## config.mk

```make
export PLATFORM = sky130hd
export DESIGN_NAME = elev_call_sched
export DESIGN_NICKNAME = d
export VERILOG_FILES = /design/src/rtl/elev_call_sched.sv
export SDC_FILE = /design/constraint.sdc
export NUM_CORES = 1
export LEC_CHECK = 0
export BUFFER_PORTS_ARGS = -buffer_cell sky130_fd_sc_hd__buf_2
export CORE_MARGIN = 3
export CORE_UTILIZATION = 50
export DETAILED_ROUTE_END_ITERATION = 12
export PLACE_DENSITY = 0.8
export SLEW_MARGIN = 25
export SYNTH_ARGS = -nofsm -noshare
export SYNTH_HDL_FRONTEND = slang
export SYNTH_SLANG_ARGS = --single-unit
```

## constraint.sdc

```tcl
create_clock -name clk -period 1.6 [get_ports clk]
set_input_delay 0.32 -clock clk [delete_from_list [all_inputs] [get_ports clk]]
set_output_delay 0.32 -clock clk [all_outputs]
set_load 0.01 [all_outputs]
```

## src/rtl/elev_call_sched.sv

```systemverilog
// SCAN call scheduler for a 4-floor elevator: latches calls, issues a one-hot target
// floor, retires calls on arrival and times the door dwell before the next target.
module elev_call_sched #(
  parameter int N_FLOORS  = 4,
  parameter int DWELL_CYC = 8
) (
  input  logic                clk,
  input  logic                rst,
  input  logic [N_FLOORS-1:0] i_call,
  input  logic [N_FLOORS-1:0] rec_floor,
  output logic [N_FLOORS-1:0] req_floor,
  output logic [N_FLOORS-1:0] o_pending,
  output logic                o_dir_up,
  output logic                o_busy
);

  localparam int IW = (N_FLOORS > 1) ? $clog2(N_FLOORS) : 1;
  localparam int CW = $clog2(DWELL_CYC + 1);
  localparam logic [N_FLOORS-1:0] ONE      = N_FLOORS'(1);
  localparam logic [CW-1:0]       CNT_LOAD = CW'(DWELL_CYC - 1);

  // IDLE: waiting for work | SERVE: travelling to req_floor | DWELL: door open at arrival floor
  localparam logic [1:0] S_IDLE  = 2'd0;
  localparam logic [1:0] S_SERVE = 2'd1;
  localparam logic [1:0] S_DWELL = 2'd2;

  logic [1:0]          state_q, state_d;
  logic [N_FLOORS-1:0] pending_q, pending_d;
  logic [N_FLOORS-1:0] req_q, req_d;
  logic                dir_q, dir_d;
  logic [CW-1:0]       cnt_q, cnt_d;

  logic                cur_valid;
  logic [IW-1:0]       cur_idx, req_idx;
  logic                above_any, below_any, btw_up_any, btw_dn_any;
  logic [IW-1:0]       above_idx, below_idx, btw_up_idx, btw_dn_idx;
  logic [IW-1:0]       tgt_idx;
  logic                tgt_dir;
  logic [N_FLOORS-1:0] clr;

  assign cur_valid = $onehot(rec_floor);

  always_comb begin
    cur_idx = '0;
    req_idx = '0;
    for (int i = 0; i < N_FLOORS; i++) begin
      if (rec_floor[i]) cur_idx = IW'(i);
      if (req_q[i])     req_idx = IW'(i);
    end
  end

  // Descending scans leave the lowest hit, ascending scans the highest hit: the nearest one.
  always_comb begin
    above_any  = 1'b0;
    above_idx  = '0;
    btw_up_any = 1'b0;
    btw_up_idx = '0;
    for (int i = N_FLOORS - 1; i >= 0; i--) begin
      if (pending_q[i] && (IW'(i) > cur_idx)) begin
        above_any = 1'b1;
        above_idx = IW'(i);
      end
      if (pending_q[i] && (IW'(i) > cur_idx) && (IW'(i) < req_idx)) begin
        btw_up_any = 1'b1;
        btw_up_idx = IW'(i);
      end
    end
    below_any  = 1'b0;
    below_idx  = '0;
    btw_dn_any = 1'b0;
    btw_dn_idx = '0;
    for (int i = 0; i < N_FLOORS; i++) begin
      if (pending_q[i] && (IW'(i) < cur_idx)) begin
        below_any = 1'b1;
        below_idx = IW'(i);
      end
      if (pending_q[i] && (IW'(i) < cur_idx) && (IW'(i) > req_idx)) begin
        btw_dn_any = 1'b1;
        btw_dn_idx = IW'(i);
      end
    end
  end

  always_comb begin
    tgt_idx = above_idx;
    tgt_dir = 1'b1;
    if (dir_q) begin
      if (!above_any) begin
        tgt_idx = below_idx;
        tgt_dir = 1'b0;
      end
    end else if (below_any) begin
      tgt_idx = below_idx;
      tgt_dir = 1'b0;
    end
  end

  always_comb begin
    state_d = state_q;
    req_d   = req_q;
    dir_d   = dir_q;
    cnt_d   = cnt_q;
    clr     = '0;
    case (state_q)
      S_IDLE: begin
        if (cur_valid && (pending_q != '0)) begin
          if ((pending_q & rec_floor) != '0) begin
            clr     = rec_floor;
            cnt_d   = CNT_LOAD;
            state_d = S_DWELL;
          end else begin
            req_d   = ONE << tgt_idx;
            dir_d   = tgt_dir;
            state_d = S_SERVE;
          end
        end
      end
      S_SERVE: begin
        if (rec_floor == req_q) begin
          clr     = rec_floor;
          cnt_d   = CNT_LOAD;
          state_d = S_DWELL;
        end else if (cur_valid) begin
          if (dir_q && btw_up_any)       req_d = ONE << btw_up_idx;
          else if (!dir_q && btw_dn_any) req_d = ONE << btw_dn_idx;
        end
      end
      S_DWELL: begin
        // Calls at the open door are absorbed rather than latched.
        if (cur_valid) clr = rec_floor;
        if (cnt_q == '0) state_d = S_IDLE;
        else             cnt_d = cnt_q - CW'(1);
      end
      default: state_d = S_IDLE;
    endcase
  end

  assign pending_d = (pending_q | i_call) & ~clr;

  always_ff @(posedge clk or posedge rst) begin
    if (rst) begin
      state_q   <= S_IDLE;
      pending_q <= '0;
      req_q     <= ONE;
      dir_q     <= 1'b1;
      cnt_q     <= '0;
    end else begin
      state_q   <= state_d;
      pending_q <= pending_d;
      req_q     <= req_d;
      dir_q     <= dir_d;
      cnt_q     <= cnt_d;
    end
  end

  assign req_floor = req_q;
  assign o_pending = pending_q;
  assign o_dir_up  = dir_q;
  assign o_busy    = (state_q == S_SERVE) || (state_q == S_DWELL);

endmodule
```

==> metrics.md, run 1 <==
| Metric | Value |
|---|---|
| Routability cong. | 0.856 |
| Iteration-0 DRC count of the detailed router | 71 |
| HPWL after detailed placement | between 2000 and 3000 um |
| Die Outline Area | around 3200 um2 |
| Internal power | approximately 1.5 mW |
| Post-placement setup slack | -1.00 ns |
| Setup repair after global routing missed its margin | yes |
| Final-report hold violation count | 0 |
| Die extent in x | 56.6 um |
| Count of H-tree levels built during CTS | 1 |
| Worst path required time | 1.78 ns |
| Class of the most critical setup path | in2reg |
| PD cells | 1570 nW/um2 |
| Top Ports | 20 |
| Area after DPL | approximately 1700 um2 |
| Startpoint type of the worst setup path | input port |
| Final-layout fill cell count | roughly 170 |
| Growth of design area from synthesis to finish | 39.1% |
| Core area | 2320 um2 |
| Clk buf depth | 2 |
| Outcome | finished, violations left |
| Worst clock skew | 0.000690 ns |
| Initial standard-cell utilization of the core | 0.552 |
| Share of power burned in combinational logic | 0.669 |
| Number of iterations in the first detailed-routing pass | 4 |
| Mean cell area of the mapped netlist | 8.26 um2 |
| Final setup violation count | 15 |
| Synth Flop Type | dfrtp_1 |
| Ratio of cells with drive above 1 in the final layout | 0.413 |
| Synthesized instance count | 155 |
| Failing checks | negative setup slack |
| CTS Buf Count | 3 |
| Worst flop-to-flop path startpoint | o_pending[2]$_DFF_PP0_ |
| Clk Tree Root Cell | clkbuf_4 |
| Min Hold Slack | 0.0954 ns |
| P_sw | 1.27 mW |
| Hold crit path type | in2async |
| EDFF count, synth | 0 |
| P_leak | 0.855 nW |
| Yosys warnings | 0 |
| Number of nets in the layout | 226 |
| Share of power burned in the clock network | 0.079 |
| Post-synthesis instance area | 1280 um2 |
| Clock sinks | 15 |
| Vias in the first global route | 1466 |
| Least-Margin Pin Slew | between 0.6 and 0.7 ns |
| DR vias/cell | 5.97 |
| Later-pin clock latency in the skew report | 0.28 ns |
| Maximum frequency from static timing analysis | 435 MHz |
| Overflow left after global routing | 0 |
| Startpoint of the worst setup timing path | rec_floor[1] |
| Detail Route Antenna Nets | 0 |
| Clock transition at the register clock pins on the worst setup and hold paths after CTS | ~0.09 ns |
| Final TNS setup | -9.43 ns |
| Antenna violations before repair | 0 |
| Routed wire length | 3770 um |
| Global-route wire length before repair | roughly 6500 um |
| FP Rows | 17 |
| Sequential cell area fraction in the yosys report | 0.295 |
| Routed wire per std cell | 16.1 um |
| Final max-slew violation count | 0 |
| IO buf count | 19 |
| Sequential share of power | 0.252 |
| Total inserted antenna cells | 0 |
| Number of max-cap violations | 0 |
| Synthesized netlist net count | around 170 |
| Post-synthesis async set-or-reset flop share | 1.00 |
| Worst slew margin relative to its limit | 0.590 |
| Largest net degree at the start of global routing | 16 |
| CTS tree | built |
| Maximum net fanout on the critical path | 5 |
| Fin crit period | around 2.3 ns |
| Flip-flop and latch count after synthesis | 15 |
| Maximum resistive drop on vdd | about 1.1 mV |
| Arrival time at the worst endpoint | 2.47 ns |
| Final period utilization | 1.44 |
| Count of vias placed by the detailed router | between 1000 and 1500 |
| Setup slack after layout | -0.699 ns |
| Crit path capture type | register |
| Total track usage | 0.252 |
| Switching part of the total power | 0.455 |
| Design area | approximately 1800 um2 |
| Post-route DRC | 0 |
| Number of distinct library cells after synthesis | 46 |
| Height of the chip | between 50 and 60 um |
==> placed cells by master, fill, tap and decap left out, types with 2 or more instances in the layout <==
master / Yosys / layout
inv_4: 0 / 2
nand2_1: 18 / 17
nand3_1: 2 / 2
nor4_1: 2 / 2
o21ai_1: 0 / 2
nand2b_1: 4 / 4
nand2_2: 1 / 2
ha_4: 0 / 2
a21oi_1: 15 / 13
dfstp_2: 2 / 2
o21ai_0: 4 / 2
o31ai_2: 0 / 2
ha_1: 8 / 5
a22o_1: 2 / 2
dfrtp_1: 13 / 13
and3_1: 3 / 3
buf_4: 2 / 34
a22oi_1: 3 / 3
nor2_1: 15 / 14
clkbuf_4: 0 / 3
a21oi_2: 0 / 2
buf_2: 2 / 18
inv_1: 15 / 10
o31ai_1: 6 / 4
inv_2: 0 / 3
a31oi_1: 4 / 3
o2111ai_1: 2 / 2
xor2_1: 4 / 4
==> stage by stage <==
stage / instances / total power [mW] / util
final: 234 / 2.79 / 0.768
after global routing: 234 / 3.02 / 0.768
after CTS: 234 / 2.69 / 0.756
after detailed placement: 229 / 2.39 / 0.719
after global placement: 229 / 2.31 / 0.719
after floorplan: 155 / 1.68 / -
==> per-layer routing <==
metal,track usage,vias up,part of all wire
met4,0.0949,0,0.021
li1,-,654,-
met1,0.301,679,0.39
met3,0.0276,9,0.042
met2,0.457,55,0.54
met5,0,-,0
==> path summary, 6_finish.rpt <==
check                                           end  slack, ns  cells past startpoint
max in group asynchronous    o_pending[3]$_DFF_PP0_       1.11                      2
min in group clk             o_pending[1]$_DFF_PP0_       0.29                      3
hold / removal                 cnt_q[2]$_DFFE_PP0P_        0.1                      2
hold reg to reg                o_dir_up$_DFFE_PP1P_       0.56                      2
setup reg to reg           req_floor[0]$_DFFE_PP1P_      -0.30                      7
setup / recovery               cnt_q[3]$_DFFE_PP0P_      -0.70                     12
==> power by group through the flow <==
stage          clock (mW)  combinational [mW]  sequential [mW]
6_report            0.220                1.87            0.703
5_1_grt             0.243                2.06            0.723
4_1_cts             0.222                1.77            0.694
3_5_place_dp            0                1.69            0.697
3_3_place_gp            0                1.62            0.687
2_1_floorplan           0               0.987            0.689
==> synthesized netlist by cell type (all sizes together), types with 2 or more instances <==
| master | number | share of area |
|---|---|---|
| a31oi | 4 | 0.020 |
| buf | 6 | 0.037 |
| nor2 | 16 | 0.049 |
| o21ai | 4 | 0.016 |
| o31ai | 6 | 0.035 |
| a22oi | 3 | 0.018 |
| clkbuf | 2 | 0.0059 |
| nor4 | 2 | 0.0098 |
| nand2b | 4 | 0.020 |
| nand2 | 19 | 0.058 |
| and2 | 2 | 0.0098 |
| ha | 8 | 0.078 |
| inv | 15 | 0.044 |
| o22ai | 2 | 0.015 |
| a21oi | 15 | 0.059 |
| xor2 | 4 | 0.027 |
| a211oi | 2 | 0.016 |
| dfstp | 2 | 0.041 |
| o2111ai | 2 | 0.014 |
| o41ai | 2 | 0.034 |
| nand3 | 2 | 0.0078 |
| and3 | 3 | 0.015 |
| a22o | 2 | 0.014 |
| dfrtp | 13 | 0.25 |
==> sequential cells by signal (all words and copies together) (netlist names) <==
name / flops
o_pending: 4
o_dir_up: 1
state_q: 2
req_floor: 4
cnt_q: 4
==> area by class of cell <==
class,count,area [um2],area share
clock buffer,4,26.3,0.0148
inverter,15,61.3,0.0344
multi-input combinational,117,888,0.499
sequential,15,378,0.212
tap,28,35.0,0.0197
timing repair buffer,55,392,0.220
==> what timing repair did <==
item                                    in CTS  in global routing
buffers inserted                             1                  0
endpoints found under the setup margin      15                 16
pin swaps                                   15                  1
endpoints found under the hold margin        0                  0
hold buffers                                 0                  0
resized for setup                           12                  7
==> cells by family after synthesis <==
| kind of cell | after synthesis | synth area share |
|---|---|---|
| AO/OA/AOI/OAI | 52 | 0.309 |
| AND/OR/NAND/NOR | 52 | 0.188 |
| buffers and inverters | 23 | 0.0870 |
| flip-flops | 15 | 0.295 |
| adder cells (fa/ha/maj) | 9 | 0.0938 |
| XOR/XNOR | 4 | 0.0274 |
==> worst max-delay path, stage by stage <==
cell and delay (ns):
buf_8 0.08, inv_4 0.03, fa_1 0.54, inv_1 0.05, ha_2 0.17, ha_4 0.22
nor3b_4 0.24, o41ai_4 0.13, a21oi_1 0.16, o211a_1 0.24, nand2_1 0.08, a22o_1 0.22
Power figures use the tool's default switching activity.
==> run 2, diff against run 1 <==
--- a/config.mk
+++ b/config.mk
@@ -9,7 +9,7 @@
 export CORE_MARGIN = 3
 export CORE_UTILIZATION = 50
 export DETAILED_ROUTE_END_ITERATION = 12
-export PLACE_DENSITY = 0.8
+export PLACE_DENSITY = 0.75
 export SLEW_MARGIN = 25
 export SYNTH_ARGS = -nofsm -noshare
 export SYNTH_HDL_FRONTEND = slang
==> run 2 against run 1 <==
Net effect: the flow still finishes with violations (negative setup slack); via count grew 2.0%; maximum frequency decreased by 1.6%; clock power grew 3%; design area increased by 5.1%; sequential power fell by 0.7%; register-to-register slack got worse by 0.04 ns; power is 9.2% higher; clock skew grew 0.0026 ns; die area unchanged; wire length rose by 12%; global-route usage increased by 1.5 points; critical endpoint is now o_pending[1]$_DFF_PP0_; largest cell class unchanged; largest power group unchanged; highest routed layer unchanged.
==> metrics.md, run 2 (synthesis results as in run 1) <==
| Metric | Value |
|---|---|
| Setup slack after layout | -0.735 ns (-0.0363 ns) |
| Outcome | finished, violations left |
| Later-pin clock latency in the skew report | 0.29 ns (about the same) |
| GRT met3 Usage | 0.0322 (+0.00460) |
| Multi-input gate area | 933 um2 (+5.1%) |
| PD cells | 1630 nW/um2 (+3.9%) |
| Internal power | 1.64 mW (+7.8%) |
| Final-layout fill cell count | 150 (-9.1%) |
| Total track usage | 0.267 (+0.0145) |
| Depth of the most critical reg-to-reg path | 6 (-1) |
| Clock transition at the register clock pins on the worst setup and hold paths after CTS | 0.09 ns (about the same) |
| Clk buf depth | 2 (unchanged) |
| Met1 GRT Util | 0.303 (+0.00198) |
| Core area | 2320 um2 (unchanged) |
| Routed wire per std cell | 17.7 um (+10%) |
| Die Outline Area | 3200 um2 (unchanged) |
| Final setup violation count | 15 (unchanged) |
| Arrival time at the worst endpoint | 2.50 ns (+0.03 ns) |
| Height of the chip | 56.6 um (unchanged) |
| Destination of the worst register-to-register timing path | req_floor[1]$_DFFE_PP0P_ |
| Share of power burned in combinational logic | 0.697 (+0.028) |
| Final-report hold violation count | 0 (unchanged) |
| Final period utilization | 1.46 (+0.0227) |
| Fin crit period | 2.33 ns (+0.0363 ns) |
| Setup repair after global routing missed its margin | yes |
| Final max-slew violation count | 0 (unchanged) |
| P_leak | 0.888 nW (+3.9%) |
| Antenna violations before repair | 0 (unchanged) |
| Hold crit path type | in2async |
| M2 GR Usage | 0.470 (+0.0132) |
| Worst flop-to-flop path startpoint | o_pending[2]$_DFF_PP0_ |
| CTS Buf Count | 3 (unchanged) |
| Count of vias placed by the detailed router | 1425 (+2.0%) |
| Switching part of the total power | 0.461 (+0.00659) |
| Least-Margin Pin Slew | 0.599 ns (-0.0155 ns) |
| Failing checks | negative setup slack |
| Share of power burned in the clock network | 0.074 (-0.005) |
| Min Hold Slack | 0.0887 ns (-0.00670 ns) |
| Initial standard-cell utilization of the core | 0.552 (unchanged) |
| Most used routing layer | met2 |
| # hold bufs at CTS | 0 (unchanged) |
| Class of the most critical setup path | in2reg |
| Overflow left after global routing | 0 (unchanged) |
| Top library cells by usage in the layout, fill and taps aside | buf_4 (38), nand2_1 (16), buf_2 (16), dfrtp_1 (13), nor2_1 (12) |
| Number of nets in the layout | 231 (+2.2%) |
| Clk Tree Root Cell | clkbuf_4 |
| Number of iterations in the first detailed-routing pass | 4 (unchanged) |
| Critical-path cell with the highest stage delay | fa_1 |
| Routability cong. | 0.909 (+6.1%) |
| Growth of design area from synthesis to finish | 46.1% |
| Die extent in x | 56.6 um (unchanged) |
| Ratio of cells with drive above 1 in the final layout | 0.464 (+0.0518) |
| Total inserted antenna cells | 0 (unchanged) |
| FP Rows | 17 (unchanged) |
| Pwr Total | 3.05 mW (+9.2%) |
| Detail Route Antenna Nets | 0 (unchanged) |
| P_sw | 1.41 mW (+11%) |
| IO buf count | 19 (unchanged) |
| HPWL after detailed placement | 2810 um (+1.7%) |
| CP Cell Sequence | buf_8 -> inv_4 -> fa_1 -> inv_1 -> ha_2 -> ha_4 -> nor3b_4 -> o41ai_4 -> buf_4 -> nor2_4 -> a22oi_2 -> a21oi_4 -> a21oi_1 |
| Clock sinks | 15 (unchanged) |
| Area of all sequential standard cells | 378 um2 (unchanged) |
| Worst slew margin relative to its limit | 0.600 (+0.0104) |
| DR vias/cell | 5.96 (-0.13%) |
| Maximum resistive drop on vdd | 1.34 mV (+22%) |
| Routed wire length | 4240 um (+12%) |
| Worst path required time | 1.76 ns (-0.02 ns) |
| Crit path capture type | register |
| Global-route wire length before repair | 6750 um (+3.8%) |
| Worst clock skew | 0.00334 ns (+0.00265 ns) |
| Maximum frequency from static timing analysis | 428 MHz (-1.6%) |
| Critical path's top delay family | adder cells |
| Most common cell after layout, fill and taps aside | buf_4 |
| Number of max-cap violations | 0 (unchanged) |
| Iteration-0 DRC count of the detailed router | 92 (+30%) |
| Post-route DRC | 0 (unchanged) |
| Count of H-tree levels built during CTS | 1 (unchanged) |
| Biggest cell delay along the critical path | 0.53 ns (about the same) |
| Startpoint type of the worst setup path | input port |
| Startpoint of the worst setup timing path | rec_floor[1] |
| Maximum net fanout on the critical path | 4 (-1) |
| Largest net degree at the start of global routing | 16 (unchanged) |
| Sequential share of power | 0.229 (-0.023) |
| Bufs and invs on worst path | 4 (+1) |
| CTS tree | built |
| Top Ports | 20 (unchanged) |
| Vias in the first global route | 1503 (+2.5%) |
| Reg-to-reg slack, setup | -0.34 ns (-0.04 ns) |
run 2: changes by cell type in the layout (fill, tap and decap cells not counted), sizes merged:
cell	previous run	this run
buf	55	60
run 2: worst max-delay path by stage:
stage / endpoint / slack [ns] / cells after the start
after CTS: cnt_q[3]$_DFFE_PP0P_ / -0.62 / 12
after floorplan: cnt_q[3]$_DFFE_PP0P_ / -0.85 / 12
after global routing: o_pending[1]$_DFF_PP0_ / -0.80 / 13
after detailed placement: req_floor[1]$_DFFE_PP0P_ / -1.05 / 11
final: o_pending[1]$_DFF_PP0_ / -0.73 / 13
after global placement: cnt_q[2]$_DFFE_PP0P_ / -0.94 / 12
run 2: area by class of cell:
type                            instances  area share
Clock buffer                            4      0.0140
Tap cell                               28      0.0187
Multi-Input combinational cell        117       0.499
Timing Repair Buffer                   60       0.233
Sequential cell                        15       0.202
Inverter                               15      0.0328
run 2: per-layer routing:
metal  vias to the layer above  wire length (um)
li1                        668                 -
met1                       668              1630
met2                        66              2230
met3                        23               209
met4                         0               166
met5                         -                 0
run 2: stage by stage:
step	area, um2	TNS [ns]	util	setup WS (ns)	cells
6_report	1870	-9.66	0.807	-0.735	239
3_3_place_gp	1680	-13.66	0.723	-0.938	232
4_1_cts	1800	-8.77	0.775	-0.621	238
5_1_grt	1870	-10.80	0.807	-0.803	239
3_5_place_dp	1680	-14.85	0.723	-1.05	232
2_1_floorplan	1330	-11.30	-	-0.850	155
run 2: timing repair:
action / in CTS / in global routing
buffers inserted: 2 / 1
endpoints found under the setup margin: 16 / 16
pin swaps: 20 / 6
gates resized for setup: 20 / 13
cloned: 0 / 0
run 2: power groups by stage:
stage	clock (mW)	sequential [mW]	combinational (mW)
floorplan	0	0.689	0.987
global placement	0	0.688	1.62
detailed placement	0	0.693	1.69
CTS	0.221	0.687	1.91
global route	0.245	0.717	2.28
finish	0.226	0.698	2.12
==> run 3, diff against run 2 <==
--- a/config.mk
+++ b/config.mk
@@ -5,6 +5,7 @@
 export SDC_FILE = /design/constraint.sdc
 export NUM_CORES = 1
 export LEC_CHECK = 0
+export ABC_AREA = 1
 export BUFFER_PORTS_ARGS = -buffer_cell sky130_fd_sc_hd__buf_2
 export CORE_MARGIN = 3
 export CORE_UTILIZATION = 50
==> run 3 against run 2 <==
Net effect: highest routed layer unchanged; cell count increased by 3.8%; sequential share of layout area is 3.6 points higher; maximum frequency increased by 12%; the flow still finishes with violations (negative setup slack); critical path depth is the same; utilization decreased by 11 points; largest power group unchanged; via count is 5.0% lower; non-clock buffer count fell by 28; power shrank 12%; global-route usage down 5.3 points; first-iteration DRC count shrank 30%; clock skew rose by 0.00062 ns.
==> metrics.md, run 3 <==
| Metric | Value |
|---|---|
| HPWL after detailed placement | 2580 um (-8.2%) |
| Fin crit period | 2.08 ns (-0.254 ns) |
| Most common cell after layout, fill and taps aside | nand2_1 |
| Die Outline Area | 3170 um2 (-1.1%) |
| Top Ports | 20 (unchanged) |
| Bufs and invs on worst path | 4 (unchanged) |
| CP Cell Sequence | buf_8 -> inv_4 -> fa_1 -> inv_2 -> ha_4 -> ha_4 -> nor2_2 -> nand2_1 -> o21bai_4 -> buf_4 -> nor3_2 -> or2_4 -> a21oi_2 |
| Area after DPL | 1490 um2 (-11%) |
| Routed wire length | 3330 um (-21%) |
| Clk buf depth | 2 (unchanged) |
| Area contributors post-synth | dfrtp_1 (26%), nand2_1 (16%), ha_1 (7.9%) |
| Die extent in x | 56.3 um (-0.57%) |
| Total track usage | 0.214 (-0.0526) |
| DR vias/cell | 5.46 (-8.4%) |
| Crit path capture type | register |
| Critical-path cell with the highest stage delay | fa_1 |
| Height of the chip | 56.3 um (-0.57%) |
| PD cells | 1680 nW/um2 (+3.0%) |
| Setup slack after layout | -0.481 ns (+0.254 ns) |
| Final period utilization | 1.30 (-0.159) |
| Flip-flop and latch count after synthesis | 15 (unchanged) |
| Post-synthesis async set-or-reset flop share | 1.00 (unchanged) |
| Final non-filler cell total | 248 (+3.8%) |
| Critical path's top delay family | adder cells |
| Clk Tree Root Cell | clkbuf_4 |
| Synthesized netlist net count | 205 (+18%) |
| Clock sinks | 15 (unchanged) |
| Number of nets in the layout | 240 (+3.9%) |
| Least-Margin Pin Slew | 0.635 ns (+0.0356 ns) |
| Overflow left after global routing | 0 (unchanged) |
| Hold crit path type | in2async |
| Maximum net fanout on the critical path | 4 (unchanged) |
| Ratio of cells with drive above 1 in the final layout | 0.327 (-0.137) |
| IO buf count | 19 (unchanged) |
| Biggest cell delay along the critical path | 0.55 ns (+0.02 ns) |
| Core area | 2300 um2 (-0.92%) |
| Design area | 1600 um2 (-15%) |
| CTS tree | built |
| Number of distinct library cells after synthesis | 31 (-33%) |
| Maximum resistive drop on vdd | 0.978 mV (-27%) |
| Global-route wire length before repair | 5450 um (-19%) |
| Final-layout fill cell count | 194 (+29%) |
| Routability cong. | 0.904 (-0.53%) |
| Post-route DRC | 0 (unchanged) |
| Mean cell area of the mapped netlist | 6.79 um2 (-18%) |
| Final max-slew violation count | 0 (unchanged) |
| Instance count after placement with tap cells included | 242 (+4.3%) |
| Worst slew margin relative to its limit | 0.576 (-0.0238) |
| Arrival time at the worst endpoint | 2.31 ns (-0.19 ns) |
| P_leak | 0.857 nW (-3.5%) |
| Count of H-tree levels built during CTS | 1 (unchanged) |
| Antenna violations before repair | 0 (unchanged) |
| Growth of design area from synthesis to finish | 26.2% |
| Synthesized instance count | 186 (+20%) |
| Clock transition at the register clock pins on the worst setup and hold paths after CTS | 0.10 ns (about the same) |
| Initial standard-cell utilization of the core | 0.550 (-0.00197) |
| Most frequent cells after synthesis | nand2_1 (54), nor2_1 (24), inv_1 (22) |
| Number of iterations in the first detailed-routing pass | 4 (unchanged) |
| # hold bufs at CTS | 0 (unchanged) |
| Detail Route Antenna Nets | 0 (unchanged) |
| Share of the synthesized area in the top cell type | 0.257 (+0.00327) |
| Largest net degree at the start of global routing | 16 (unchanged) |
| Vias in the first global route | 1337 (-11%) |
| CTS Buf Count | 3 (unchanged) |
| EDFF count, synth | 0 (unchanged) |
| Most frequent cell after synthesis | nand2_1 |
| Cell accounting for the most synthesized area | dfrtp_1 |
| Most repeated library cell on the critical path | ha_4 |
| Number of max-cap violations | 0 (unchanged) |
| Count of vias placed by the detailed router | 1354 (-5.0%) |
| Failing checks | negative setup slack |
| Setup repair after global routing missed its margin | yes |
| Startpoint type of the worst setup path | input port |
| Final-report hold violation count | 0 (unchanged) |
| Iteration-0 DRC count of the detailed router | 64 (-30%) |
| FP Rows | 17 (unchanged) |
| Worst path required time | 1.82 ns (+0.06 ns) |
| Total inserted antenna cells | 0 (unchanged) |
| Yosys warnings | 0 (unchanged) |
| Utilization after layout | 0.694 (-0.112) |
| Routed wire per std cell | 13.4 um (-24%) |
| Outcome | finished, violations left |
| Post-synthesis instance area | 1260 um2 (-1.3%) |
| Synth Flop Type | dfrtp_1 |
| Top library cells by usage in the layout, fill and taps aside | nand2_1 (51), nor2_1 (23), inv_1 (19), buf_2 (17) |
| Later-pin clock latency in the skew report | 0.29 ns (about the same) |
| Sequential cell area fraction in the yosys report | 0.299 (+0.00380) |
| Worst clock skew | 0.00395 ns (+0.000617 ns) |
| Class of the most critical setup path | in2reg |
| Final setup violation count | 15 (unchanged) |
| Maximum frequency from static timing analysis | 481 MHz (+12%) |
-- run 3: layout make-up --
| class | count | area, um2 | area share |
|---|---|---|---|
| clock buffer | 4 | 26.3 | 0.0165 |
| tap | 28 | 35.0 | 0.0220 |
| sequential | 15 | 379 | 0.238 |
| timing repair buffer | 32 | 209 | 0.131 |
| inverter | 27 | 105 | 0.0659 |
| multi-input combinational | 142 | 841 | 0.527 |
-- run 3: power breakdown --
group,leakage [nW],total [mW],internal [mW],switching [mW]
combinational,0.671,1.72,0.666,1.06
clock,0.0150,0.228,0.0969,0.131
sequential,0.170,0.725,0.555,0.170
total,0.857,2.68,1.32,1.36
-- run 3: path summary, 6_finish.rpt --
check	from	to	slack (ns)	cells past startpoint
min	rst	state_q[1]$_DFFE_PP0P_	0.09	2
max reg2reg	state_q[1]$_DFFE_PP0P_	req_floor[2]$_DFFE_PP0P_	-0.02	10
max	rec_floor[3]	o_pending[2]$_DFF_PP0_	-0.48	13
min in group clk	i_call[0]	o_pending[0]$_DFF_PP0_	0.27	3
min reg2reg	cnt_q[1]$_DFFE_PP0P_	cnt_q[1]$_DFFE_PP0P_	0.50	2
max in group asynchronous	rst	state_q[0]$_DFFE_PP0P_	1.06	2
-- run 3: what timing repair did --
item | in CTS | in global routing
gates cloned | 0 | 0
endpoints found under the setup margin | 15 | 16
pin swaps | 8 | 5
setup buffers | 2 | 0
gates resized for setup | 9 | 9
-- run 3: per-stage QoR --
stage               setup TNS [ns]  worst slack [ns]  hold WS (ns)  power (mW)
finish                       -6.15            -0.481        0.0948        2.68
global route                 -7.17            -0.523         0.120        2.93
CTS                          -5.92            -0.456         0.106        2.62
detailed placement          -11.18            -0.819         0.427        2.34
global placement             -9.81            -0.699         0.406        2.24
floorplan                    -7.79            -0.567         0.220        1.87
-- run 3: metal layers --
layer	share of wire	up-vias	track usage
met3	0.051	12	0.0391
met4	0.028	0	0.105
met1	0.38	639	0.225
met2	0.54	50	0.402
li1	-	653	-
met5	0	-	0
-- run 3: cells by family (layout without fill, tap and decap cells) --
| logic type | after synthesis | count (layout) | share of synthesized area |
|---|---|---|---|
| fa+ha+maj | 9 | 9 | 0.0951 |
| simple gates | 106 | 106 | 0.371 |
| compound gates | 21 | 21 | 0.0990 |
| xor+xnor | 6 | 6 | 0.0416 |
| buf+inv | 29 | 63 | 0.0940 |
| flops | 15 | 15 | 0.299 |
